File: src/rtl/drext.sv
`default_nettype none
// ============================================================================
//  Module   : drext
//  Purpose  : Load-data extraction and extension for the MEM stage. Picks the
//             addressed byte or halfword out of a 32-bit little-endian word
//             and zero- or sign-extends it to 32 bits for writeback/bypass.
//             A word access passes the data straight through. A side flag
//             reports accesses that are not naturally aligned for their size.
//             The flag is informational only and never changes the data.
//  Revision : 1.0 - initial release
// ----------------------------------------------------------------------------
//  Parameters
//    OUT_REG    0 = purely combinational result (clk/rst unused)
//               1 = result and flag registered, one cycle of latency
//  Ports
//    clk        clock, only used when OUT_REG=1
//    rst        asynchronous active-low reset, only used when OUT_REG=1
//    in_data    raw 32-bit word from memory or the bridge
//    low_addr   effective address bits [1:0]
//    exsign     1 = sign-extend, 0 = zero-extend
//    isByte     byte access (takes priority over isHalf)
//    isHalf     halfword access
//    out_data   extracted and extended load data
//    misaligned access not naturally aligned for its size
// ============================================================================
module drext #(
    parameter int OUT_REG = 0
) (
    input  logic        clk,
    input  logic        rst,
    input  logic [31:0] in_data,
    input  logic [1:0]  low_addr,
    input  logic        exsign,
    input  logic        isByte,
    input  logic        isHalf,
    output logic [31:0] out_data,
    output logic        misaligned
);

    localparam logic [31:0] c_ZERO_WORD = 32'h0000_0000;
    localparam logic [1:0]  c_ADDR_LANE0 = 2'd0;
    localparam logic [1:0]  c_ADDR_LANE1 = 2'd1;
    localparam logic [1:0]  c_ADDR_LANE2 = 2'd2;
    localparam logic [1:0]  c_ADDR_LANE3 = 2'd3;

    // ------------------------------------------------------------------
    // Size decode. isByte wins over isHalf, so isByte=isHalf=1 is simply
    // a byte access; the three access kinds are mutually exclusive.
    // ------------------------------------------------------------------
    logic w_acc_byte;
    logic w_acc_half;
    logic w_acc_word;

    assign w_acc_byte = isByte;
    assign w_acc_half = ~isByte & isHalf;
    assign w_acc_word = ~isByte & ~isHalf;

    // ------------------------------------------------------------------
    // Byte lane select: lane k is in_data[8k+7:8k].
    // ------------------------------------------------------------------
    logic [7:0] w_byte_sel;

    always_comb begin
        w_byte_sel = in_data[7:0];
        case (low_addr)
            c_ADDR_LANE0: w_byte_sel = in_data[7:0];
            c_ADDR_LANE1: w_byte_sel = in_data[15:8];
            c_ADDR_LANE2: w_byte_sel = in_data[23:16];
            c_ADDR_LANE3: w_byte_sel = in_data[31:24];
            default:      w_byte_sel = in_data[7:0];
        endcase
    end

    // ------------------------------------------------------------------
    // Halfword lane select: only low_addr[1] picks the lane. A set
    // low_addr[0] is reported as misaligned but still reads the lane
    // chosen by bit 1, so the data path never sees an odd halfword.
    // ------------------------------------------------------------------
    logic [15:0] w_half_sel;

    assign w_half_sel = low_addr[1] ? in_data[31:16] : in_data[15:0];

    // ------------------------------------------------------------------
    // Extension. The fill bit is the selected MSB gated by exsign.
    // ------------------------------------------------------------------
    logic        w_byte_fill;
    logic        w_half_fill;
    logic [31:0] w_byte_ext;
    logic [31:0] w_half_ext;

    assign w_byte_fill = exsign & w_byte_sel[7];
    assign w_half_fill = exsign & w_half_sel[15];
    assign w_byte_ext  = {{24{w_byte_fill}}, w_byte_sel};
    assign w_half_ext  = {{16{w_half_fill}}, w_half_sel};

    // ------------------------------------------------------------------
    // Result mux and alignment flag.
    // ------------------------------------------------------------------
    logic [31:0] w_data;
    logic        w_mis;

    always_comb begin
        w_data = in_data;
        if (w_acc_byte) begin
            w_data = w_byte_ext;
        end else if (w_acc_half) begin
            w_data = w_half_ext;
        end else begin
            w_data = in_data;
        end
    end

    always_comb begin
        w_mis = 1'b0;
        if (w_acc_half) begin
            w_mis = low_addr[0];
        end else if (w_acc_word) begin
            w_mis = (low_addr != c_ADDR_LANE0);
        end else begin
            w_mis = 1'b0;
        end
    end

    // ------------------------------------------------------------------
    // Output stage.
    // ------------------------------------------------------------------
    generate
        if (OUT_REG != 0) begin : g_out_reg
            logic [31:0] r_data;
            logic        r_mis;

            // Captured every cycle with no enable; reset clears the
            // outputs asynchronously so a flushed load never leaks stale
            // data onto the bypass network.
            always_ff @(posedge clk or negedge rst) begin
                if (!rst) begin
                    r_data <= c_ZERO_WORD;
                    r_mis  <= 1'b0;
                end else begin
                    r_data <= w_data;
                    r_mis  <= w_mis;
                end
            end

            assign out_data   = r_data;
            assign misaligned = r_mis;
        end else begin : g_out_comb
            // Clock and reset have no function in the combinational build.
            logic w_unused_clk_rst;
            assign w_unused_clk_rst = clk ^ rst;

            assign out_data   = w_data;
            assign misaligned = w_mis;
        end
    endgenerate

endmodule
`default_nettype wire

File: config.mk
export PLATFORM = sky130hd
export DESIGN_NAME = drext
export DESIGN_NICKNAME = d
export VERILOG_FILES = /design/src/rtl/drext.sv
export SDC_FILE = /design/constraint.sdc
export NUM_CORES = 1
export LEC_CHECK = 0
export BUFFER_PORTS_ARGS = -buffer_cell sky130_fd_sc_hd__buf_2
export CAP_MARGIN = 10
export CORE_MARGIN = 2
export CORE_UTILIZATION = 42
export DETAILED_ROUTE_END_ITERATION = 8
export PLACE_DENSITY = 0.93
export SLEW_MARGIN = 10
export SYNTH_ARGS = -nofsm -noshare
export SYNTH_HDL_FRONTEND = slang
export SYNTH_SLANG_ARGS = --single-unit
File: constraint.sdc
create_clock -name vclk -period 3.3
set_input_delay 0.495 -clock vclk [all_inputs]
set_output_delay 0.495 -clock vclk [all_outputs]
set_load 0.02 [all_outputs]
After elaboration in Yosys (flattened, before gate mapping)
Cells that the tools add are included.
- register bits: 0
- input bits: 39
- output and inout port bits: 33
- logic and storage cells: 17
- equal/unequal tests: 3
- multiplexer cells: 6
- bitwise logic cells: 6
- reduce and logical (&&, ||, !) cells: 2
- operators by type and width (kind ; count):
    $mux W32 ; 2
    $pmux W8 S4 ; 1
    $mux W16 ; 1
    $and A1 B1 Y1 ; 4
    $eq A2 B2 Y1 const B ; 2
    $eq A2 B1 Y1 const B ; 1
    $logic_not A2 Y1 ; 1
    $mux W1 ; 2
    $not A1 Y1 ; 2
    $reduce_bool A2 Y1 ; 1

Depth between registers and ports, before layout
Gate-level depths: netlist of the first run.
- depth after elaboration: 4
- depth in mapped cells: 7

Least setup slack after synthesis of the first run
No wires, ideal clock.
- kind: input port to output port
- start: input port low_addr[0]
- end: output port out_data[2]
- arrival: 1.535 ns
- setup slack: 1.270 ns
- stages on the path: 5
- path through: buf_6 buf_2 mux4_2 nand2_1 nand2_1
- longest elaborated chain between the ends: 3
- ends and longest elaborated chain (what ; RTL line ; source):
    start, declared ; 32 ; input logic [1:0] low_addr,
    $eq A2 B2 Y1, or another cell as far along ; 65 ; case (low_addr)
    $pmux W8 S4 * ; 65 ;
    $mux W32 * ; 104 ; if (w_acc_byte) begin
    end, declared ; 36 ; output logic [31:0] out_data,
Every way passes the cells marked *; elsewhere a longest branch is shown, timed or not.

Worst setup path in the final report of the first run
- start: input port isByte
- end: output port out_data[12]
- longest elaborated chain between the ends: 4
- ends and longest elaborated chain (what ; RTL line ; source):
    start, declared ; 34 ; input logic isByte,
    $not A1 Y1 ; 55 ; assign w_acc_half = ~isByte & isHalf;
    $and A1 B1 Y1 ; 55 ;
    $mux W32 ; 106 ; end else if (w_acc_half) begin
    $mux W32 * ; 104 ;
Marked as above.

==> flow_metrics.py, run 1 <==
metrics = {
    "setup_path": {
        "cp_max_fo": 17,
        "critPathBufInv": 2,
        "worst-setup-path-type": "in2out",
        "crit_arrival_ns": 2.02,
        "crit_path_start": "isByte",
        "required_ns": 2.80,
        "path_depth": 5,
        "crit_top_cell": "buf_2",
        "critPathMaxStageDelay_ns": 0.64,
        "critical_path.endpoint": "out_data[12]",
        "cp_cell_sequence": "buf_2 -> and3b_1 -> nor2_4 -> a221o_1 -> buf_2",
        "cp_top_family": "simple AND/OR/NAND/NOR gates",
        "cp-end-kind": "output pin",
        "critPathLaunchType": "input pin",
        "slowest_stage": "and3b_1",
    },
    "timing": {
        "setup_tns_ns": 0,
        "fin_crit_sh": 0.762,
        "rsz0062_at_grt": "no",
        "setup-violations-final": 0,
        "max_freq_mhz": 398,
        "fin_crit_ns": 2.51,
        "tightestPinTransition_ns": 0.605,
        "hold_violations": 0,
        "slew_violations": 0,
        "slew_headroom": 0.596,
    },
    "placement": {
        "hpwl_um": 1990,
        "place.gp.congestion": 0.777,
        "port-buffer-count": 70,
        "post_dp_cell_area_um2": 1040,
    },
    "job": {
        "maxCapViolCount": 0,
    },
    "grt": {
        "grt_busiest_layer": "met2",
        "grt_overflow_total": 0,
        "antenna_found_initial": 0,
        "grt_use_total": 0.218,
        "grt_pass1_wl_um": 3570,
        "grt_use_met1": 0.261,
        "use_met2": 0.444,
        "grt_use_met3": 0,
        "grt_max_degree": 19,
        "grt_pass1_vias": 851,
    },
    "yosys": {
        "synthMuxAreaShare": 0.263,
        "syn-num-nets": 146,
        "syn_area_um2": 752,
        "synth_compound_area_frac": 0.356,
        "yosys.area_share.simple": 0.245,
        "synth_top_area_frac": 0.210,
        "yosysWarnings": 0,
        "synth_top_cell_by_area": "mux4_2",
        "synth_area_per_cell_um2": 7.03,
        "synth_area_leaders": "mux4_2, nand2_1, a21oi_1, a221o_1, buf_6",
        "synthAdderAreaFrac": 0,
        "synth_xor_area_frac": 0,
        "synthCells": 107,
        "synth_seq_area_share": 0,
        "synth_cell_types": 23,
        "synth_top_family_by_area": "compound AO/OA/AOI/OAI gates",
    },
    "clock_tree": {
        "cts_resized": 0,
        "cts_setup_buffers": 0,
        "hold_buffers": 0,
    },
    "pwr": {
        "finalPower_w": 0.000218,
        "p_per_area_nw_per_um2": 209,
        "ir_drop_mv": 0.112,
        "p_leak_nw": 0.561,
    },
    "floorplanning": {
        "rows": 15,
        "ios": 72,
        "initial_core_util": 0.440,
        "die-area_um2": 2150,
        "core_area_um2": 1710,
        "die_h_um": 46.3,
        "die_w_um": 46.3,
    },
    "routing": {
        "wl_per_cell_um": 13.0,
        "ant_nets": 0,
        "postRouteWirelength_um": 2480,
        "viasPerCell": 5.64,
        "drc": 0,
        "drtIter0Drc": 17,
        "vias": 1071,
        "first_pass_iters": 4,
    },
    "layout": {
        "fin_util": 0.610,
        "seq_area_um2": 0,
        "nFlopsAndLatches": 0,
        "stdcell_area_um2": 1040,
        "final_common_cell": "buf_2",
        "diodes": 0,
        "nFillCells": 170,
        "clkbuf_count": 0,
        "final_cell_mix": "buf_2, nand2_1, a21oi_1",
        "drive_gt1_frac": 0.485,
        "fin_nets": 206,
        "syn2layout_area_growth_pct": 38.6,
    },
    "hold_path": {
        "hold_class": "in2out",
    },
    "outcome": {
        "outcome": "completed",
    },
}
-- per-layer routing --
metal / wire, um / up-vias
met5: 0 / -
met2: 1400 / 47
li1: - / 519
met1: 917 / 505
met3: 158 / 0
met4: 0 / 0
-- worst min-delay path, delay by kind of cell --
| kind | cells | cell delay, ns |
|---|---|---|
| buffers and inverters | 2 | 0.24 |
| AND/OR/NAND/NOR | 1 | 0.06 |
| AO/OA/AOI/OAI | 1 | 0.06 |
-- worst min-delay path by stage --
stage | from | end | cells after the start
final | in_data[4] | out_data[4] | 4
after detailed placement | in_data[6] | out_data[6] | 4
after CTS | in_data[4] | out_data[4] | 4
after global routing | in_data[2] | out_data[2] | 4
after global placement | in_data[3] | out_data[3] | 4
after floorplan | in_data[16] | out_data[16] | 2
-- cell usage after synthesis, drive strengths merged --
library cell,count
nand2,35
a21oi,19
buf,10
a221o,7
a22oi,7
mux4,7
mux2i,4
nor2,4
clkbuf,2
inv,2
nand2b,2
a31oi,1
a32oi,1
and2,1
and3b,1
clkinv,1
o21ai,1
o221ai,1
o22ai,1
-- through the flow --
step | setup WS, ns | hold WS, ns | instances
floorplan | 1.27 | 1.17 | 107
global placement | 0.834 | 1.34 | 190
detailed placement | 0.804 | 1.34 | 190
CTS | 0.798 | 1.35 | 190
global route | 0.678 | 1.36 | 190
finish | 0.786 | 1.34 | 190
-- kinds of logic after synthesis --
family | count (synthesis)
AOI/OAI and AO/OA | 38
muxes | 11
and+or+nand+nor | 43
buffers and inverters | 15
-- final cells by class --
cell class	instances	area [um^2]	share of cell area
Multi-Input combinational cell	92	649	0.623
Inverter	3	11.3	0.0108
Tap cell	25	31.3	0.0300
Timing Repair Buffer	70	350	0.336
-- report_power, final --
part | total (W) | internal [W] | leakage, nW | switching [W]
combinational | 0.000218 | 0.0000845 | 0.561 | 0.000133
sequential | 0 | 0 | 0 | 0
clock | 0 | 0 | 0 | 0
total | 0.000218 | 0.0000845 | 0.561 | 0.000133
Note: power is estimated with default switching activity, not from simulation.
==> run 2: changes to the inputs <==
--- a/config.mk
+++ b/config.mk
@@ -8,9 +8,9 @@
 export BUFFER_PORTS_ARGS = -buffer_cell sky130_fd_sc_hd__buf_2
 export CAP_MARGIN = 10
 export CORE_MARGIN = 2
-export CORE_UTILIZATION = 42
+export CORE_UTILIZATION = 35
 export DETAILED_ROUTE_END_ITERATION = 8
-export PLACE_DENSITY = 0.93
+export PLACE_DENSITY = 0.83
 export SLEW_MARGIN = 10
 export SYNTH_ARGS = -nofsm -noshare
 export SYNTH_HDL_FRONTEND = slang
==> constraint.sdc (replaced) <==
create_clock -name vclk -period 2.2
set_input_delay 0.33 -clock vclk [all_inputs]
set_output_delay 0.33 -clock vclk [all_outputs]
set_load 0.02 [all_outputs]
==> flow_metrics.py, run 2 (synthesis results as in run 1) <==
metrics = {
    "grt": {
        "antenna_found_initial": 0,
        "grt_pass1_wl_um": 4400,
        "grt_pass1_vias": 992,
        "grt_overflow_total": 0,
        "grt_use_total": 0.208,
        "grt_max_degree": 18,
    },
    "job": {
        "maxCapViolCount": 0,
    },
    "layout": {
        "seq_area_um2": 0,
        "stdcell_area_um2": 1070,
        "nFlopsAndLatches": 0,
        "clkbuf_count": 0,
        "fin_nets": 210,
        "diodes": 0,
        "drive_gt1_frac": 0.497,
        "final_common_cell": "buf_2",
        "fin_util": 0.537,
        "nFillCells": 206,
        "syn2layout_area_growth_pct": 42.9,
        "final_cell_mix": "buf_2, nand2_1, a21oi_1",
        "multiInputGateArea_um2": 649,
    },
    "timing": {
        "fin_crit_sh": 0.895,
        "tightestPinTransition_ns": 0.600,
        "slew_violations": 0,
        "hold_violations": 0,
        "fin_crit_ns": 1.97,
        "fin_ws_ns": 0.232,
        "setup_tns_ns": 0,
        "rsz0062_at_grt": "no",
        "setup-violations-final": 0,
        "max_freq_mhz": 508,
        "slew_headroom": 0.600,
    },
    "hold_path": {
        "min_to": "out_data[1]",
        "hold_depth": 4,
        "hold_class": "in2out",
        "worstHoldStart": "in_data[1]",
    },
    "floorplanning": {
        "ios": 72,
        "core_area_um2": 2000,
        "die-area_um2": 2540,
        "initial_core_util": 0.376,
        "rows": 16,
        "die_w_um": 50.4,
        "die_h_um": 50.4,
    },
    "placement": {
        "dp_worst_setup_slack_ns": 0.208,
        "place.gp.congestion": 0.863,
        "post_dp_cell_area_um2": 1070,
        "port-buffer-count": 70,
        "hpwl_um": 2220,
    },
    "routing": {
        "viasPerCell": 5.56,
        "drtIter0Drc": 32,
        "ant_nets": 0,
        "drc": 0,
        "vias": 1089,
        "postRouteWirelength_um": 2750,
        "wl_per_cell_um": 14.0,
        "first_pass_iters": 4,
    },
    "pwr": {
        "p_leak_nw": 0.580,
        "p_per_area_nw_per_um2": 312,
        "ir_drop_mv": 0.131,
    },
    "setup_path": {
        "cp_max_fo": 17,
        "required_ns": 1.87,
        "cp-end-kind": "output pin",
        "crit_arrival_ns": 1.64,
        "critPathLaunchType": "input pin",
        "worst-setup-path-type": "in2out",
    },
    "clock_tree": {
        "cts_resized": 0,
        "cts_setup_buffers": 0,
        "hold_buffers": 0,
    },
    "outcome": {
        "outcome": "completed",
    },
}
-- run 2: power breakdown --
group,internal [W],switching (W),total [W],leakage [nW]
Combinational,0.000131,0.000204,0.000335,0.580
Sequential,0,0,0,0
Clock,0,0,0,0
Total,0.000131,0.000204,0.000335,0.580
-- run 2: layout make-up --
type / count / area share
Tap cell: 27 / 0.0314
Timing Repair Buffer: 74 / 0.354
Multi-Input combinational cell: 92 / 0.604
Inverter: 3 / 0.0105
-- run 2: per-stage QoR --
| step | hold WS [ns] | power (W) | std cells |
|---|---|---|---|
| 5_1_grt | 1.03 | 0.000363 | 196 |
| 2_1_floorplan | 0.837 | 0.000220 | 107 |
| 3_5_place_dp | 1.01 | 0.000334 | 196 |
| 4_1_cts | 1.01 | 0.000335 | 196 |
| 3_3_place_gp | 1.01 | 0.000328 | 196 |
| 6_report | 1.01 | 0.000335 | 196 |
-- run 2: worst max-delay path by stage --
stage / from / endpoint / slack (ns) / depth (start not counted)
after floorplan: low_addr[0] / out_data[2] / 0.50 / 5
after global placement: low_addr[1] / out_data[26] / 0.24 / 6
after detailed placement: low_addr[1] / out_data[26] / 0.21 / 6
after CTS: low_addr[1] / out_data[26] / 0.21 / 6
after global routing: low_addr[1] / out_data[26] / 0.08 / 6
final: low_addr[1] / out_data[26] / 0.23 / 6
-- run 2: worst max-delay path, stage by stage --
cell and delay (ns):
buf_2 0.27, nand2b_1 0.15, o22ai_1 0.09, nor2_2 0.48
a21oi_1 0.12, buf_2 0.20
-- run 2: routing by layer --
metal	global-route usage	part of all wire	vias up
li1	-	-	526
met1	0.263	0.40	496
met2	0.399	0.51	62
met3	0.0119	0.079	5
met4	0.0135	0.0091	0
met5	0	0	-
==> run 3: changes to the inputs <==
==> constraint.sdc (replaced) <==
create_clock -name vclk -period 1.59
set_input_delay 0.2385 -clock vclk [all_inputs]
set_output_delay 0.2385 -clock vclk [all_outputs]
set_load 0.02 [all_outputs]
==> flow_metrics.py, run 3 (synthesis results as in run 1) <==
metrics = {
    "timing": {
        "fin_crit_ns": 1.59,
        "fin_ws_ns": -0.000857,
        "slew_headroom": 0.857,
        "rsz0062_at_grt": "yes",
        "fin_crit_sh": 1.00,
        "slew_violations": 0,
        "hold_slack_ns": 0.827,
        "hold_violations": 0,
        "max_freq_mhz": 629,
        "tightestPinTransition_ns": 0.214,
        "setup-violations-final": 1,
    },
    "pwr": {
        "ir_drop_mv": 0.181,
        "finalPower_w": 0.000528,
        "p_per_area_nw_per_um2": 425,
        "p_leak_nw": 0.656,
    },
    "routing": {
        "wl_met1_um": 1170,
        "drtIter0Drc": 49,
        "postRouteWirelength_um": 3130,
        "route.top_layer_used": "met4",
        "wl_met3_um": 320,
        "vias": 1185,
        "viasPerCell": 5.75,
        "drc": 0,
        "wl_per_cell_um": 15.2,
        "ant_nets": 0,
        "dr_wl_met2_um": 1580,
        "first_pass_iters": 4,
    },
    "setup_path": {
        "cp-end-kind": "output pin",
        "required_ns": 1.35,
        "crit_path_start": "isByte",
        "critical_path.endpoint": "out_data[8]",
        "worst-setup-path-type": "in2out",
        "crit_arrival_ns": 1.35,
        "cp_max_fo": 14,
        "critPathLaunchType": "input pin",
    },
    "layout": {
        "seq_area_um2": 0,
        "final_cell_mix": "buf_2, nand2_1, a21oi_1",
        "stdcell_area_um2": 1240,
        "drive_gt1_frac": 0.542,
        "syn2layout_area_growth_pct": 65.2,
        "nFlopsAndLatches": 0,
        "instances_no_fill": 206,
        "clkbuf_count": 0,
        "diodes": 0,
        "final_common_cell": "buf_2",
        "fin_nets": 220,
    },
    "clock_tree": {
        "hold_buffers": 0,
    },
    "placement": {
        "hpwl_um": 2390,
        "port-buffer-count": 70,
        "post_dp_cell_area_um2": 1150,
        "place.gp.congestion": 0.901,
        "dp.cells": 203,
    },
    "outcome": {
        "outcome": "finished with violations",
        "violations": "setup timing",
    },
    "floorplanning": {
        "ios": 72,
        "die-area_um2": 2540,
        "die_w_um": 50.4,
        "core_area_um2": 2000,
        "die_h_um": 50.4,
        "initial_core_util": 0.376,
        "rows": 16,
    },
    "job": {
        "maxCapViolCount": 0,
    },
    "hold_path": {
        "hold_class": "in2out",
        "worstHoldStart": "in_data[2]",
    },
    "grt": {
        "grt_max_degree": 18,
        "grt_pass1_vias": 1108,
        "grt_use_total": 0.223,
        "antenna_found_initial": 0,
        "grt_overflow_total": 0,
        "grt_pass1_wl_um": 4640,
    },
}
## run 3: cell count changes in the layout (fill, tap and decap cells not counted), sizes merged
cell,before,now
buf,74,84
## run 3: final cells by class
type               count  area (um^2)
well taps             27         33.8
inverters              3         11.3
fillers              174          759
multi-input cells     92          667
repair buffers        84          531
## run 3: report_power, final
part | switching (W) | internal, W
Sequential | 0 | 0
Clock | 0 | 0
Combinational | 0.000301 | 0.000227
Total | 0.000301 | 0.000227
## run 3: per-layer routing
metal  global-route usage  vias up
li1                     -      546
met1                0.247      532
met2                0.439       99
met3               0.0208        8
met4               0.0676        0
met5                    0        -
## run 3: what timing repair did
item                       in CTS  in global routing
buffers inserted                0                  3
setup endpoints to repair      31                 31
gates resized for setup         6                  3
pin swaps                       3                  3
## run 3: worst max-delay path: stages
cell     delay [ns]
buf_2          0.12
and3b_1        0.33
nor2_4         0.06
buf_12         0.14
a221o_1        0.30
buf_2          0.16
## run 3: stage by stage
stage,setup TNS (ns),util,setup slack (ns)
finish,-0.000857,0.621,-0.000857
global placement,-1.62,0.576,-0.104
detailed placement,-2.30,0.576,-0.127
floorplan,0,-,0.0731
global route,-0.181,0.621,-0.0293
CTS,0,0.586,0.0203
## run 3: how the worst min path moves through the flow
| stage | to | cells after the start |
|---|---|---|
| final | out_data[2] | 4 |
| after global routing | out_data[9] | 3 |
| after CTS | out_data[2] | 4 |
| after detailed placement | out_data[2] | 4 |
| after global placement | out_data[2] | 4 |
| after floorplan | out_data[16] | 2 |
